### config.mk
export PLATFORM = sky130hd
export DESIGN_NAME = nyan_sequencer
export DESIGN_NICKNAME = d
export VERILOG_FILES = /design/src/rtl/nyan_pkg.sv /design/src/rtl/nyan_layer_hit.sv /design/src/rtl/nyan_sequencer.sv
export SDC_FILE = /design/constraint.sdc
export NUM_CORES = 1
export LEC_CHECK = 0
export CAP_MARGIN = 20
export CORE_ASPECT_RATIO = 1.75
export CORE_UTILIZATION = 62
export CTS_BUF_LIST = sky130_fd_sc_hd__clkbuf_2
export DETAILED_ROUTE_END_ITERATION = 6
export GPL_TIMING_DRIVEN = 0
export HOLD_SLACK_MARGIN = 0.06
export PLACE_DENSITY = 0.84
export SYNTH_ARGS = -nofsm -noshare
export SYNTH_HDL_FRONTEND = slang
export SYNTH_HIERARCHICAL = 1
export SYNTH_SLANG_ARGS = --single-unit
### constraint.sdc
create_clock -name clk -period 2.6 [get_ports clk]
set_clock_uncertainty 0.1 [all_clocks]
set_input_delay 0.26 -clock clk [delete_from_list [all_inputs] [get_ports clk]]
set_output_delay 0.26 -clock clk [all_outputs]
set_load 0.02 [all_outputs]
### src/rtl/nyan_pkg.sv
// Shared types and constants for the nyan-cat animation sequencer:
// layer encodings, FSM states and per-pose sprite bounding boxes.
package nyan_pkg;

  localparam int unsigned COORD_W        = 10;
  localparam int unsigned TEX_W          = 5;
  localparam int unsigned SCALE_LOG2_DEF = 3;
  localparam int unsigned NUM_LAYERS     = 3;

  typedef enum logic [1:0] {
    LAYER_BASE = 2'd0,
    LAYER_FEET = 2'd1,
    LAYER_TAIL = 2'd2,
    LAYER_NONE = 2'd3
  } layer_t;

  typedef enum logic [1:0] {
    ST_RUN          = 2'd0,
    ST_PAUSE        = 2'd1,
    ST_STEP_PENDING = 2'd2
  } state_t;

  // Half-open box [left,right) x [top,bottom) in screen pixels
  typedef struct packed {
    logic [COORD_W-1:0] left;
    logic [COORD_W-1:0] right;
    logic [COORD_W-1:0] top;
    logic [COORD_W-1:0] bottom;
  } box_t;

  localparam box_t BASE_P0 = '{left: 10'd236, right: 10'd452, top: 10'd160, bottom: 10'd296};
  localparam box_t FEET_P0 = '{left: 10'd228, right: 10'd428, top: 10'd296, bottom: 10'd320};
  localparam box_t TAIL_P0 = '{left: 10'd188, right: 10'd236, top: 10'd224, bottom: 10'd272};
  localparam box_t BASE_P1 = '{left: 10'd236, right: 10'd452, top: 10'd165, bottom: 10'd301};
  localparam box_t FEET_P1 = '{left: 10'd236, right: 10'd428, top: 10'd301, bottom: 10'd325};
  localparam box_t TAIL_P1 = '{left: 10'd188, right: 10'd236, top: 10'd253, bottom: 10'd293};

  // Layer index 0 base, 1 feet, 2 tail; odd_pose selects the second pose
  function automatic box_t layer_box(input int unsigned idx, input logic odd_pose);
    box_t b;
    b = odd_pose ? BASE_P1 : BASE_P0;
    case (idx)
      1:       b = odd_pose ? FEET_P1 : FEET_P0;
      2:       b = odd_pose ? TAIL_P1 : TAIL_P0;
      default: b = odd_pose ? BASE_P1 : BASE_P0;
    endcase
    return b;
  endfunction

endpackage

### src/rtl/nyan_layer_hit.sv
// Single sprite box test: in-box hit plus coordinate offset from the box origin.
module nyan_layer_hit
  import nyan_pkg::*;
(
  input  logic [COORD_W-1:0] x,
  input  logic [COORD_W-1:0] y,
  input  box_t               box,
  output logic               hit_c,
  output logic [COORD_W-1:0] off_x_c,
  output logic [COORD_W-1:0] off_y_c
);

  assign hit_c   = (x >= box.left) && (x < box.right) &&
                   (y >= box.top)  && (y < box.bottom);
  assign off_x_c = x - box.left;
  assign off_y_c = y - box.top;

endmodule

### src/rtl/nyan_sequencer.sv
// Animation phase sequencer (run/pause/step with frame hold counter) and
// two-stage per-pixel sprite layer arbitration for the nyan-cat datapath.
module nyan_sequencer
  import nyan_pkg::*;
#(
  parameter int unsigned SCALE_LOG2 = SCALE_LOG2_DEF,
  parameter int unsigned HOLD_BITS  = 5,
  parameter int unsigned NUM_PHASES = 2,
  parameter int unsigned PHASE_W    = (NUM_PHASES > 1) ? $clog2(NUM_PHASES) : 1
) (
  input  logic                 clk,
  input  logic                 rst_n,
  input  logic                 frame_start,
  input  logic [COORD_W-1:0]   pixel_x,
  input  logic [COORD_W-1:0]   pixel_y,
  input  logic                 pixel_valid,
  input  logic                 cfg_enable,
  input  logic [HOLD_BITS-1:0] cfg_hold,
  input  logic                 step_req,
  output logic [PHASE_W-1:0]   phase,
  output logic                 layer_valid,
  output logic [1:0]           layer_sel,
  output logic [TEX_W-1:0]     tex_x,
  output logic [TEX_W-1:0]     tex_y,
  output logic                 out_valid
);

  state_t               state, next_state;
  logic [HOLD_BITS-1:0] cnt, next_cnt, hold_max;
  logic [PHASE_W-1:0]   next_phase;
  logic                 advance;
  logic                 run_now;

  always_ff @(posedge clk or negedge rst_n) begin
    if (!rst_n) begin
      state <= ST_RUN;
      cnt   <= '0;
      phase <= '0;
    end else begin
      state <= next_state;
      cnt   <= next_cnt;
      phase <= next_phase;
    end
  end

  // RUN/PAUSE follow cfg_enable in the same cycle, so a coincident frame_start acts in the new mode
  always_comb begin
    next_state = state;
    next_cnt   = cnt;
    next_phase = phase;
    advance    = 1'b0;
    hold_max   = (cfg_hold == '0) ? '0 : cfg_hold - HOLD_BITS'(1);
    case (state)
      ST_RUN:   next_state = cfg_enable ? ST_RUN : ST_PAUSE;
      ST_PAUSE: begin
        if (cfg_enable)    next_state = ST_RUN;
        else if (step_req) next_state = ST_STEP_PENDING;
      end
      ST_STEP_PENDING: begin
        if (frame_start) begin
          advance    = 1'b1;
          next_state = cfg_enable ? ST_RUN : ST_PAUSE;
        end
      end
      default:  next_state = ST_RUN;
    endcase
    run_now = (state != ST_STEP_PENDING) && (next_state == ST_RUN);
    if (!run_now) begin
      next_cnt = '0;
    end else if (frame_start) begin
      if (cnt >= hold_max) begin
        next_cnt = '0;
        advance  = 1'b1;
      end else begin
        next_cnt = cnt + HOLD_BITS'(1);
      end
    end
    if (advance) begin
      next_phase = (phase == PHASE_W'(NUM_PHASES - 1)) ? '0 : phase + PHASE_W'(1);
    end
  end

  logic [NUM_LAYERS-1:0]              hit_c;
  logic [NUM_LAYERS-1:0][COORD_W-1:0] off_x_c, off_y_c;

  for (genvar g = 0; g < NUM_LAYERS; g++) begin : g_layer
    nyan_layer_hit u_hit (
      .x       (pixel_x),
      .y       (pixel_y),
      .box     (layer_box(g, phase[0])),
      .hit_c   (hit_c[g]),
      .off_x_c (off_x_c[g]),
      .off_y_c (off_y_c[g])
    );
  end

  logic [NUM_LAYERS-1:0]              s1_hit;
  logic [NUM_LAYERS-1:0][COORD_W-1:0] s1_off_x, s1_off_y;
  logic                               s1_valid;

  // Stage 1: box hits and offsets, gated by pixel_valid
  always_ff @(posedge clk or negedge rst_n) begin
    if (!rst_n) begin
      s1_hit   <= '0;
      s1_off_x <= '0;
      s1_off_y <= '0;
      s1_valid <= 1'b0;
    end else begin
      s1_hit   <= pixel_valid ? hit_c : '0;
      s1_off_x <= off_x_c;
      s1_off_y <= off_y_c;
      s1_valid <= pixel_valid;
    end
  end

  layer_t             sel_c;
  logic [COORD_W-1:0] ox_c, oy_c;

  // Fixed priority base > feet > tail
  always_comb begin
    sel_c = LAYER_NONE;
    ox_c  = '0;
    oy_c  = '0;
    if (s1_hit[0]) begin
      sel_c = LAYER_BASE;
      ox_c  = s1_off_x[0];
      oy_c  = s1_off_y[0];
    end else if (s1_hit[1]) begin
      sel_c = LAYER_FEET;
      ox_c  = s1_off_x[1];
      oy_c  = s1_off_y[1];
    end else if (s1_hit[2]) begin
      sel_c = LAYER_TAIL;
      ox_c  = s1_off_x[2];
      oy_c  = s1_off_y[2];
    end
  end

  // Stage 2: winning layer and texel coordinates
  always_ff @(posedge clk or negedge rst_n) begin
    if (!rst_n) begin
      layer_valid <= 1'b0;
      layer_sel   <= LAYER_NONE;
      tex_x       <= '0;
      tex_y       <= '0;
      out_valid   <= 1'b0;
    end else begin
      layer_valid <= (sel_c != LAYER_NONE);
      layer_sel   <= sel_c;
      tex_x       <= TEX_W'(ox_c >> SCALE_LOG2);
      tex_y       <= TEX_W'(oy_c >> SCALE_LOG2);
      out_valid   <= s1_valid;
    end
  end

endmodule

======== Word level (Yosys, flattened, before mapping) ========
Cells that the tools add are included.
storage, ports and cells
  register bits after elaboration ......... 74
  latch bits .............................. 0
  memory bits (writable) .................. 0
  bits in read-only memories .............. 0
  output and inout bits ................... 15
  logic and storage cells ................. 84
  memories ................................ 0
operators by class
  add/sub/neg operators ................... 9
  multipliers ............................. 0
  divide/modulo/power cells ............... 0
  magnitude comparators ................... 13
  equal/unequal tests ..................... 5
  shift operators ......................... 0
  mux-type cells .......................... 28
  bitwise gates (word level) .............. 0
  reduce and logical (&&, ||, !) cells .... 13
operators by type and width
  operator                                                                               number
  8-bit 2-to-1 mux                                                                       6
  10-bit < comparator                                                                    4
  34-bit 2-to-1 mux                                                                      1
  8-bit subtractor                                                                       4
  10-bit by 8-bit greater-or-equal comparator with 1-bit output                          3
  10-bit by 8-bit greater-or-equal comparator with 1-bit output (second input constant)  2
  5-bit 2-to-1 mux                                                                       4
  8-bit subtractor (second input constant)                                               2
  15-bit 2-to-1 mux                                                                      1
  13-bit 2-to-1 mux                                                                      1
  10-bit greater-or-equal comparator                                                     1
  1-bit logical AND                                                                      10
  10-bit by 8-bit < comparator with 1-bit output (second input constant)                 1
  10-bit by 9-bit < comparator with 1-bit output (second input constant)                 1
  2-bit 2-to-1 mux                                                                       5
  1-bit 2-to-1 mux                                                                       8
  2-bit != test (second input constant)                                                  3
  2-bit case mux with 3 select lines                                                     1
  5-bit by 1-bit adder with 5-bit output (second input constant)                         1
  5-bit greater-or-equal comparator                                                      1
  5-bit logical NOT                                                                      1
  5-bit by 1-bit subtractor with 5-bit output (second input constant)                    1
  2-bit logical NOT                                                                      2
  3-bit 2-to-1 mux                                                                       1
  other kinds (3)                                                                        3

======== Logic depth before layout (Yosys ltp) ========
Gate-level depths: netlist of the first run.
  word-level depth ........................ 6
  depth in mapped cells ................... 12

======== Hierarchy ========
Netlist of the first run, hierarchy kept.
modules (own cells, without submodules)
  module                                  instances  cells each  area each (µm²)  sequential area each (µm²)
  nyan_layer_hit at g_layer[1].u_hit ...  2          203         1440.1           0.0
  nyan_sequencer                          1          167         2088.3           1403.8
  nyan_layer_hit at g_layer[0].u_hit      1          203         1427.6           0.0

======== Worst setup path after synthesis of the first run ========
OpenSTA, ideal clock, no wires.
  kind .................................... reg2reg
  from .................................... register phase
  to ...................................... register s1_hit[1]
  setup time .............................. 66 ps
  arrival ................................. 2122 ps
  required time ........................... 2434 ps
  path slack .............................. 312 ps
  stages on the path, launching flop included .. 9
  cells stage by stage .................... dfrtp_1 -> ha_1 -> fa_1 -> nor2b_1 -> o31ai_1 -> a211oi_1 -> a31oi_1 -> nor4_1 -> and2_1
between the ends
  cells in the longest elaborated chain, start to end .. 6
ends and longest elaborated chain
  element                                                        RTL line               RTL
  start, declared                                                nyan_sequencer.sv:20   output logic [PHASE_W-1:0] phase,
  start signal, assigned                                         nyan_sequencer.sv:42   phase <= next_phase;
  34-bit 2-to-1 mux (*)                                          nyan_pkg.sv:43         1: b = odd_pose ? FEET_P1 : FEET_P0;
  10-bit by 8-bit greater-or-equal comparator with 1-bit output  nyan_layer_hit.sv:13   assign hit_c = (x >= box.left) && (x < box.right) &&
  1-bit logical AND (2 in series)                                nyan_layer_hit.sv:13
  1-bit logical AND (*)                                          nyan_layer_hit.sv:14   (y >= box.top) && (y < box.bottom);
  net hit_c[1]                                                   nyan_sequencer.sv:83   logic [NUM_LAYERS-1:0] hit_c;
  3-bit 2-to-1 mux (*)                                           nyan_sequencer.sv:109  s1_hit <= pixel_valid ? hit_c : '0;
  end signal, assigned                                           nyan_sequencer.sv:109
  end, declared                                                  nyan_sequencer.sv:97   logic [NUM_LAYERS-1:0] s1_hit;
The timed path passes the listed nets; every way through them passes the cells marked *.
A chain may end at the register's enable or synchronous reset.

======== Final worst setup path of the first run ========
  from .................................... register phase
  to ...................................... register s1_hit[0]
between the ends
  cells in the longest elaborated chain, start to end .. 5
ends and longest elaborated chain
  element                                                        RTL line               RTL
  13-bit 2-to-1 mux (*)                                          nyan_pkg.sv:45         default: b = odd_pose ? BASE_P1 : BASE_P0;
  10-bit by 8-bit greater-or-equal comparator with 1-bit output  nyan_layer_hit.sv:14
  1-bit logical AND                                              nyan_layer_hit.sv:13
  1-bit logical AND (*)                                          nyan_layer_hit.sv:14
  net hit_c[0]                                                   nyan_sequencer.sv:83
  3-bit 2-to-1 mux (*)                                           nyan_sequencer.sv:109
Marks and branches as above.

==> flow_metrics.py, run 1 <==
metrics = {
    "outcome": {
        "status": "complete, no violations",
    },
    "timing": {
        "final_hold_viol_count": 0,
        "fin_tns_setup_ps": 0,
        "worst-slew-pin-transition_ps": 505,
        "slew_headroom_pct": 65.4,
        "fin_crit_sh_pct": 97.4,
        "finalMaxSlewViolations": 0,
        "setup_viol": 0,
        "period_minus_slack_ps": 2530,
        "max_freq_mhz": 395,
    },
    "critical_path": {
        "startpoint": "phase",
        "path_class": "flip-flop to flip-flop",
        "start_kind": "flip-flop",
        "critPathRequiredTime_ps": 2910,
        "slowest_stage": "dfrtp_4",
        "max_stage_delay_ps": 570,
        "reg2reg_from": "phase",
        "worstPathCellList": "buf_4, ha_1, fa_2, nor2b_2, o2111ai_2, nand3_1, a41oi_2, nor4_2, and2_1",
        "critPathMaxFanout": 3,
        "crit_arrival_ps": 2840,
        "ff2ff_path_depth": 9,
        "worst_setup_path_end_kind": "flip-flop",
    },
    "clocking": {
        "clock-sinks": 56,
        "clk_latency_ps": 440,
        "cts-root-buf": "clkbuf_2",
        "cts_inserted_buffers": 5,
        "clk_pin_slew_ps": 290,
        "cts_tree": "yes",
        "h-tree-depth": 2,
        "cts.path.max_buffers": 2,
    },
    "global_route": {
        "antenna_found_initial": 0,
        "grt_pass1_wl_um": 22800,
        "grt_overflow": 0,
        "grt_max_degree": 46,
        "grt_usage_pct": 30.3,
        "grt_pass1_vias": 5303,
    },
    "hold_path": {
        "hold_depth": 1,
        "hp-start": "pixel_valid",
        "min_path_type": "primary input to flip-flop",
    },
    "finish": {
        "final_nets": 1020,
        "syn_to_final_growth_pct": 22.2,
        "diodes": 0,
        "layout-drive-gt1-share_pct": 5.92,
    },
    "power_and_ir_drop": {
        "power_density_nw_per_um2": 445,
        "power_switching_w": 0.00129,
        "finalPower_w": 0.00317,
        "p_clk_share_pct": 11.2,
        "power.leakage_nw": 3.88,
        "p_int_w": 0.00187,
        "power_frac_comb_pct": 53.4,
        "switching_share_pct": 40.9,
        "pwr-share-seq_pct": 35.4,
        "ir_drop_uv": 591,
    },
    "logic_synthesis": {
        "synthCells": 687,
        "avgSynthCellArea_um2": 8.48,
        "ys.warnings.count": 6,
        "syn-cell-area_um2": 5820,
    },
    "placed_design": {
        "gp_congestion": 0.935,
        "hpwl_um": 11400,
        "io_buffers": 45,
    },
    "detailed_routing": {
        "vias_per_cell": 5.43,
        "wire_per_inst_um": 14.6,
        "drc": 0,
        "drt_wl_total_um": 14300,
        "drt_iter0_markers": 184,
        "num_vias": 5334,
        "dr.pass1.iters": 5,
        "ant_nets": 0,
    },
    "floorplanning": {
        "die_w_um": 75.3,
        "die_h_um": 130,
        "die_area_um2": 9800,
        "io_pins": 46,
        "num_rows": 46,
        "initial_core_util_pct": 64.0,
        "coreArea_um2": 9090,
    },
    "flow_run": {
        "max-cap-violations": 0,
    },
}
worst paths after layout:
| check | to | slack, ps |
|---|---|---|
| setup reg to reg | s1_hit[0] | 70 |
| min in group asynchronous | s1_off_x[25] | 590 |
| hold / removal | s1_valid | 250 |
| setup / recovery | s1_hit[0] | 70 |
| max in group asynchronous | s1_off_x[15] | 780 |
| hold reg to reg | out_valid | 320 |
critical path, delay by kind of cell (launching register included):
family / cells / cell delay [ps]
AND/OR/NAND/NOR: 4 / 810
flip-flops: 1 / 570
adder cells (fa/ha/maj): 2 / 550
AO/OA/AOI/OAI: 2 / 330
buffers and inverters: 1 / 160
area by class of cell:
type	instances	area (um2)
multi-input combinational	598	4400
fill	664	1970
sequential	56	1410
timing repair buffer	60	581
inverter	136	510
tap	120	150
clock inverter	3	27.5
clock buffer	5	25.0
buffer	4	15.0
layer usage:
metal	vias up	track usage, %	routed length, um
met1	2525	29.3	5140
li1	2620	-	-
met3	54	3.32	394
met4	0	16.8	759
met5	-	0	0
met2	135	59.3	8030
metrics by stage:
| step | area [um2] | hold WS, ps | utilization, % | std cells | setup WS, ps |
|---|---|---|---|---|---|
| finish | 7120 | 250 | 78.3 | 982 | 68.7 |
| global route | 7120 | 221 | 78.3 | 982 | -85.4 |
| CTS | 7050 | 238 | 77.5 | 981 | -36.8 |
| detailed placement | 6840 | 53.3 | 75.2 | 960 | -575 |
| global placement | 6830 | 240 | 75.1 | 959 | -532 |
| floorplan | 6230 | -136 | - | 794 | 344 |
cells in the final DEF (no fill, tap or decap), types with 3 or more instances in the layout:
cell	count
o22ai_1	3
a31oi_1	5
nor2b_2	3
and2_1	5
or4_1	3
nor2_1	37
xor2_1	6
nand4_1	6
o21a_1	14
a211oi_1	8
buf_4	11
conb_1	109
nand2_1	30
nand2b_1	8
clkbuf_2	5
nor2b_1	16
nor3_1	16
a21o_1	25
ha_1	121
o211a_1	7
clkdlybuf4s50_1	43
o21ai_0	31
dlygate4sd3_1	3
a21oi_1	37
o31ai_1	4
xnor2_1	14
and3_1	3
a22oi_1	11
dfrtp_1	53
o211ai_1	4
clkbuf_1	3
o31a_1	3
mux2i_1	3
nand3_1	19
fa_1	4
inv_1	136
state kept, by name, indices dropped and copies added, names as in the netlist, 2 cells and up:
register,flops
cnt,5
layer_sel,2
s1_hit,3
s1_off_x,15
s1_off_y,15
state,2
tex_x,5
tex_y,5
power groups by stage:
stage | Sequential, W | Combinational, W | Clock (W)
3_5_place_dp | 0.00117 | 0.00141 | 0
4_1_cts | 0.00112 | 0.00159 | 0.000360
6_report | 0.00112 | 0.00169 | 0.000356
2_1_floorplan | 0.00115 | 0.000990 | 0
3_3_place_gp | 0.00116 | 0.00132 | 0
5_1_grt | 0.00113 | 0.00187 | 0.000388
timing repair:
item | CTS | global route
resized for setup | 10 | 14
cloned | 0 | 0
hold buffers | 3 | 0
hold endpoints to repair | 54 | 0
buffers inserted | 10 | 1
setup endpoints to repair | 3 | 8
pin swaps | 6 | 12
Power figures use the tool's default switching activity.
==> inputs of run 2 (changes only) <==
- TNS_END_PERCENT: unset -> 30
==> results of run 2 <==
No change in the layout: final DEF, timing and power equal those of run 1.
